<file path="config.mk">
export PLATFORM = sky130hd
export DESIGN_NAME = ttt_board
export DESIGN_NICKNAME = d
export VERILOG_FILES = /design/src/rtl/ttt_board.sv
export SDC_FILE = /design/constraint.sdc
export NUM_CORES = 1
export LEC_CHECK = 0
export CORE_MARGIN = 4
export CORE_UTILIZATION = 35
export CTS_BUF_LIST = sky130_fd_sc_hd__clkbuf_16
export DETAILED_ROUTE_END_ITERATION = 10
export GPL_TIMING_DRIVEN = 0
export PLACE_DENSITY_LB_ADDON = 0.08
export SLEW_MARGIN = 25
export SYNTH_ARGS = -nofsm -noshare
export SYNTH_HDL_FRONTEND = slang
export SYNTH_SLANG_ARGS = --single-unit
</file>
<file path="constraint.sdc">
create_clock -name iCLK -period 3.7 [get_ports iCLK]
set_clock_uncertainty 0.05 [all_clocks]
set_input_delay 0.74 -clock iCLK [delete_from_list [all_inputs] [get_ports iCLK]]
set_output_delay 0.74 -clock iCLK [all_outputs]
set_load 0.01 [all_outputs]
</file>
<file path="src/rtl/ttt_board.sv">
// Tic-tac-toe core: PS/2 set-2 decoder, cursor and mark state, and a one-clock-latency board renderer.
// Define TTT_WRAP_EN to make the cursor wrap at the board edges; otherwise it saturates at 0 and 2.
module ttt_board (
  input  logic        iCLK,
  input  logic        iRST_N,
  input  logic [7:0]  iScan_Code,
  input  logic        iScan_Valid,
  input  logic [9:0]  iPx,
  input  logic [9:0]  iPy,
  output logic [9:0]  oRed,
  output logic [9:0]  oGreen,
  output logic [9:0]  oBlue,
  output logic [17:0] oSquare,
  output logic [1:0]  oPlayer,
  output logic [1:0]  oCursor_Col,
  output logic [1:0]  oCursor_Row
);

  logic        r_ext, r_brk;
  logic [17:0] r_square;
  logic [1:0]  r_player, r_col, r_row;
  logic [9:0]  r_red, r_green, r_blue;

  logic        w_ext, w_brk;
  logic [17:0] w_square;
  logic [1:0]  w_player, w_col, w_row;
  logic [3:0]  w_k;
  logic [4:0]  w_shift;
  logic [1:0]  w_cur_cell;
  logic [17:0] w_mark;

  function automatic logic [1:0] f_inc(input logic [1:0] v);
`ifdef TTT_WRAP_EN
    return (v == 2'd2) ? 2'd0 : v + 2'd1;
`else
    return (v == 2'd2) ? 2'd2 : v + 2'd1;
`endif
  endfunction

  function automatic logic [1:0] f_dec(input logic [1:0] v);
`ifdef TTT_WRAP_EN
    return (v == 2'd0) ? 2'd2 : v - 2'd1;
`else
    return (v == 2'd0) ? 2'd0 : v - 2'd1;
`endif
  endfunction

  // Cell k lives at bits [17-2k:16-2k], i.e. shift right by 16-2k.
  assign w_k        = {2'b00, r_row} * 4'd3 + {2'b00, r_col};
  assign w_shift    = 5'd16 - {w_k, 1'b0};
  assign w_cur_cell = 2'(r_square >> w_shift);
  assign w_mark     = {16'b0, r_player} << w_shift;

  always_comb begin
    w_ext    = r_ext;
    w_brk    = r_brk;
    w_square = r_square;
    w_player = r_player;
    w_col    = r_col;
    w_row    = r_row;
    if (iScan_Valid) begin
      if (iScan_Code == 8'hE0) begin
        w_ext = 1'b1;
      end else if (iScan_Code == 8'hF0) begin
        w_brk = 1'b1;
      end else begin
        w_ext = 1'b0;
        w_brk = 1'b0;
        if (!r_brk) begin
          if (r_ext) begin
            case (iScan_Code)
              8'h74:   w_col = f_inc(r_col);
              8'h6B:   w_col = f_dec(r_col);
              8'h75:   w_row = f_inc(r_row);
              8'h72:   w_row = f_dec(r_row);
              default: ;
            endcase
          end else begin
            case (iScan_Code)
              8'h2D: begin
                w_square = '0;
                w_player = 2'd1;
                w_col    = 2'd0;
                w_row    = 2'd0;
              end
              8'h29: begin
                if (w_cur_cell == 2'd0) begin
                  w_square = r_square | w_mark;
                  w_player = (r_player == 2'd1) ? 2'd2 : 2'd1;
                end
              end
              8'h5A: begin
                if (w_cur_cell == 2'd0) w_square = r_square | w_mark;
              end
              default: ;
            endcase
          end
        end
      end
    end
  end

  always_ff @(posedge iCLK or negedge iRST_N) begin
    if (!iRST_N) begin
      r_ext    <= 1'b0;
      r_brk    <= 1'b0;
      r_square <= '0;
      r_player <= 2'd1;
      r_col    <= 2'd0;
      r_row    <= 2'd0;
    end else begin
      r_ext    <= w_ext;
      r_brk    <= w_brk;
      r_square <= w_square;
      r_player <= w_player;
      r_col    <= w_col;
      r_row    <= w_row;
    end
  end

  logic        w_in_board, w_grid, w_cursor, w_xmark, w_omark;
  logic [1:0]  w_pcol, w_prow, w_pcell;
  logic [3:0]  w_pk;
  logic [4:0]  w_pshift;
  logic [7:0]  w_lx, w_ly, w_d1;
  logic [8:0]  w_sum, w_d2;
  logic [6:0]  w_dx, w_dy;
  logic [12:0] w_sqx, w_sqy;
  logic [13:0] w_r2;

  assign w_in_board = (iPx < 10'd480) && (iPy < 10'd480);
  assign w_pcol = (iPx < 10'd160) ? 2'd0 : (iPx < 10'd320) ? 2'd1 : 2'd2;
  assign w_prow = (iPy < 10'd160) ? 2'd0 : (iPy < 10'd320) ? 2'd1 : 2'd2;
  assign w_lx   = 8'(iPx - ((w_pcol == 2'd0) ? 10'd0 : (w_pcol == 2'd1) ? 10'd160 : 10'd320));
  assign w_ly   = 8'(iPy - ((w_prow == 2'd0) ? 10'd0 : (w_prow == 2'd1) ? 10'd160 : 10'd320));

  assign w_pk     = {2'b00, w_prow} * 4'd3 + {2'b00, w_pcol};
  assign w_pshift = 5'd16 - {w_pk, 1'b0};
  assign w_pcell  = 2'(r_square >> w_pshift);

  assign w_grid = ((iPx >= 10'd158) && (iPx <= 10'd161)) || ((iPx >= 10'd318) && (iPx <= 10'd321)) ||
                  ((iPy >= 10'd158) && (iPy <= 10'd161)) || ((iPy >= 10'd318) && (iPy <= 10'd321));

  assign w_cursor = (w_pcol == r_col) && (w_prow == r_row) &&
                    (w_lx >= 8'd70) && (w_lx <= 8'd89) && (w_ly >= 8'd70) && (w_ly <= 8'd89);

  // Two diagonals of half-width 3 inside a 120x120 box centred in the cell.
  assign w_d1  = (w_lx >= w_ly) ? (w_lx - w_ly) : (w_ly - w_lx);
  assign w_sum = {1'b0, w_lx} + {1'b0, w_ly};
  assign w_d2  = (w_sum >= 9'd159) ? (w_sum - 9'd159) : (9'd159 - w_sum);
  assign w_xmark = (w_pcell == 2'd1) &&
                   (w_lx >= 8'd20) && (w_lx <= 8'd139) && (w_ly >= 8'd20) && (w_ly <= 8'd139) &&
                   ((w_d1 <= 8'd3) || (w_d2 <= 9'd3));

  // Individual squares fit 13 bits; the sum is kept one bit wider so cell corners cannot alias into the ring.
  assign w_dx  = 7'((w_lx >= 8'd80) ? (w_lx - 8'd80) : (8'd80 - w_lx));
  assign w_dy  = 7'((w_ly >= 8'd80) ? (w_ly - 8'd80) : (8'd80 - w_ly));
  assign w_sqx = {6'b0, w_dx} * {6'b0, w_dx};
  assign w_sqy = {6'b0, w_dy} * {6'b0, w_dy};
  assign w_r2  = {1'b0, w_sqx} + {1'b0, w_sqy};
  assign w_omark = (w_pcell == 2'd2) && (w_r2 >= 14'd2500) && (w_r2 <= 14'd3136);

  always_ff @(posedge iCLK or negedge iRST_N) begin
    if (!iRST_N) begin
      r_red   <= '0;
      r_green <= '0;
      r_blue  <= '0;
    end else if (!w_in_board || w_grid) begin
      r_red   <= '0;
      r_green <= '0;
      r_blue  <= '0;
    end else if (w_cursor) begin
      r_red   <= '0;
      r_green <= 10'h3FF;
      r_blue  <= '0;
    end else if (w_xmark) begin
      r_red   <= 10'h3FF;
      r_green <= '0;
      r_blue  <= '0;
    end else if (w_omark) begin
      r_red   <= '0;
      r_green <= '0;
      r_blue  <= 10'h3FF;
    end else begin
      r_red   <= 10'h3FF;
      r_green <= 10'h3FF;
      r_blue  <= 10'h3FF;
    end
  end

  assign oRed        = r_red;
  assign oGreen      = r_green;
  assign oBlue       = r_blue;
  assign oSquare     = r_square;
  assign oPlayer     = r_player;
  assign oCursor_Col = r_col;
  assign oCursor_Row = r_row;

endmodule

</file>
==> impl_metrics.env <==
export IMPL_status="finished, violations left"
export IMPL_failed_checks="setup timing"
export IMPL_drc=0
export IMPL_setup_violations=3
export IMPL_hold_viol_final=0
export IMPL_routed_via_density=5.25
export IMPL_fin_tns_setup_ns=-8.93
export IMPL_r2r_cells=16
export IMPL_final_area_sq_mm=0.0100
export IMPL_dpl_cell_area_sq_mm=0.00866
export IMPL_yosys_top_cells_count="107 x ha_1, 105 x inv_1, 95 x nor2_1, 59 x a21oi_1, 44 x nand2_1"
export IMPL_cts_root_buffer="clkbuf_16"
export IMPL_grt_ovfl_total=0
export IMPL_finalMaxSlewViolations=0
export IMPL_n_fill_cell=1986
export IMPL_fin_ws_ns=-4.02
export IMPL_drt_antenna_violating_nets=0
export IMPL_ys_types=92
export IMPL_die_x_um=152
export IMPL_start_util_pct=35.9
export IMPL_hold_buffers=0
export IMPL_numCtsBuffers=5
export IMPL_post_route_min_period_ns=7.72
export IMPL_grtUsageTotal_pct=18.0
export IMPL_worstMarginPinSlew_ns=0.803
export IMPL_hpwl_um=16400
export IMPL_setup_worst_path_class="input port to flop"
export IMPL_maxCapViolations=0
export IMPL_core_sq_mm=0.0204
export IMPL_end_kind="flop"
export IMPL_io_buffer_count=83
export IMPL_clk_latency_ns=0.27
export IMPL_rsz0062_at_grt="yes"
export IMPL_syn_area_per_cell_sq_um=8.03
export IMPL_cp_required_ns=3.79
export IMPL_synthCells=909
export IMPL_synthFlopType="dfrtp_1"
export IMPL_nets=1248
export IMPL_period_share_pct=209
export IMPL_synth_area_mux_share_pct=4.01
export IMPL_crit_path_max_incr_delay_ns=0.56
export IMPL_slew_limit_headroom_pct=46.0
export IMPL_drive_gt1_share_pct=28.4
export IMPL_clkSinkCount=29
export IMPL_cp_common_cell="fa_1"
export IMPL_cts_buffer_depth=2
export IMPL_io_pins=85
export IMPL_grt_max_degree=30
export IMPL_die_h_um=152
export IMPL_synthAdderAreaFrac_pct=28.8
export IMPL_cp_slowest_cell="fa_2"
export IMPL_multiInputGateArea_sq_mm=0.00660
export IMPL_gp_congestion=0.852
export IMPL_dp_cells=1262
export IMPL_yosys_warnings=0
export IMPL_startpoint_type="input port"
export IMPL_synth_area_leaders="ha_1 18%, fa_1 10%, dfrtp_1 9.6%"
export IMPL_register_area_sq_um=731
export IMPL_cts_tree="done"
export IMPL_drt_total_wl_um=21300
export IMPL_fin_cells=1343
export IMPL_vias=7045
export IMPL_clock_fmax_mhz=130
export IMPL_rows=52
export IMPL_wire_per_inst_um=15.9
export IMPL_grt_antenna_before_repair=0
export IMPL_clk_pin_slew_ns=0.05
export IMPL_synthSimpleGateAreaFrac_pct=19.1
export IMPL_area_growth_syn_to_layout_pct=36.9
export IMPL_yosysTopAreaCell="ha_1"
export IMPL_synthXorXnorAreaFrac_pct=6.91
export IMPL_grt_pass1_vias=7233
export IMPL_hp_class="input port to asynchronous set/reset pin"
export IMPL_yosysMostFrequentCell="ha_1"
export IMPL_crit_arrival_ns=7.80
export IMPL_dieArea_sq_mm=0.0232
export IMPL_async_flop_share_pct=100
export IMPL_num_antenna_cells=0
export IMPL_dr_pass1_iters=4
export IMPL_synth_edf_count=0
export IMPL_synth_top_family_by_area="adder cells"
export IMPL_synth_top_area_share_pct=18.3
export IMPL_ys_seq_area_share_pct=9.96
export IMPL_syn_num_nets=1085
export IMPL_cp_max_fo=4
export IMPL_cts_htree_levels=2
export IMPL_ys_seq_elements=29
export IMPL_syn_area_sq_mm=0.00730
export IMPL_synth_compound_area_share_pct=21.5
export IMPL_first_iter_violations=309
export IMPL_grt_first_pass_wirelength_um=35800
==> timing repair <==
| item | in CTS | in global routing |
|---|---|---|
| gates resized for setup | 127 | 73 |
| setup endpoints to repair | 15 | 17 |
| pin swaps | 48 | 31 |
| buffers inserted | 58 | 16 |
==> kinds of logic after synthesis <==
| group | count (synthesis) |
|---|---|
| buffers and inverters | 156 |
| AND/OR/NAND/NOR | 277 |
| adder cells (fa/ha/maj) | 145 |
| multiplexers | 23 |
| AO/OA/AOI/OAI | 224 |
| XOR/XNOR | 55 |
| flip-flops | 29 |
==> path summary, 6_finish.rpt <==
check	startpoint	endpoint	slack, ns
setup / recovery	iPy[6]	oGreen[8]	-4.02
hold / removal	iRST_N	oSquare[4]	0.45
setup reg to reg	oCursor_Row[1]	oSquare[12]	0.06
hold reg to reg	r_brk	r_brk	0.49
max in group asynchronous	iRST_N	oCursor_Row[1]	2.66
min in group iCLK	r_brk	r_brk	0.49
==> stage by stage <==
stage          util (%)  hold slack, ns  worst slack [ns]
2_1_floorplan         -           0.394             -4.07
3_3_place_gp       42.5           0.469             -5.88
3_5_place_dp       42.5           0.492             -5.86
4_1_cts            47.1           0.474             -4.02
5_1_grt            49.1           0.501             -4.33
6_report           49.1           0.446             -4.02
==> area by class of cell <==
cell class / instances / share of cell area [%]
flip-flops and latches: 29 / 7.31
multi-input cells: 724 / 66.0
inverters: 107 / 4.19
repair buffers: 157 / 14.0
clock buffers: 5 / 1.25
clock inverters: 3 / 0.375
well taps: 270 / 3.38
plain buffers: 48 / 3.52
==> cells in the final DEF (no fill, tap or decap), types with 7 or more instances in the layout <==
cell type        instances
buf_4                   97
ha_1                    96
nor2_1                  87
inv_1                   79
clkdlybuf4s50_1         68
a21oi_1                 44
nand2_1                 38
fa_1                    35
xnor2_1                 34
o21ai_0                 32
nor3_1                  26
dfrtp_1                 25
inv_2                   23
nand3_1                 17
and3_1                  17
buf_6                   13
a21oi_2                 12
a31oi_1                 12
o21bai_1                10
a211oi_1                 8
xnor2_2                  8
clkbuf_1                 8
mux2i_1                  8
nor2b_1                  8
ha_4                     8
xor2_1                   7
a41oi_1                  7
==> critical path, delay by kind of cell <==
| kind | cells | cell delay (ns) |
|---|---|---|
| XOR/XNOR | 1 | 0.10 |
| AO/OA/AOI/OAI | 10 | 1.68 |
| multiplexers | 3 | 0.73 |
| buffers and inverters | 10 | 0.80 |
| AND/OR/NAND/NOR | 4 | 0.58 |
| adder cells (fa/ha/maj) | 8 | 3.18 |
==> registers in the layout (all words and copies together), names as in the netlist <==
signal       flops
oSquare         18
r_brk            1
oPlayer          2
oCursor_Col      2
oCursor_Row      2
oBlue            1
r_ext            1
oGreen           1
oRed             1
==> metal layers <==
layer / up-vias / track usage [%] / wire length (um) / share of wire, %
li1: 3527 / - / - / -
met1: 3342 / 24.3 / 9810 / 46
met2: 154 / 31.2 / 10400 / 49
met3: 22 / 1.73 / 778 / 3.7
met4: 0 / 3.99 / 324 / 1.5
met5: - / 0 / 0 / 0
Power is left out: the tool's default activity adds up to more than one toggle a clock period on the data nets, which glitch-free logic cannot reach.
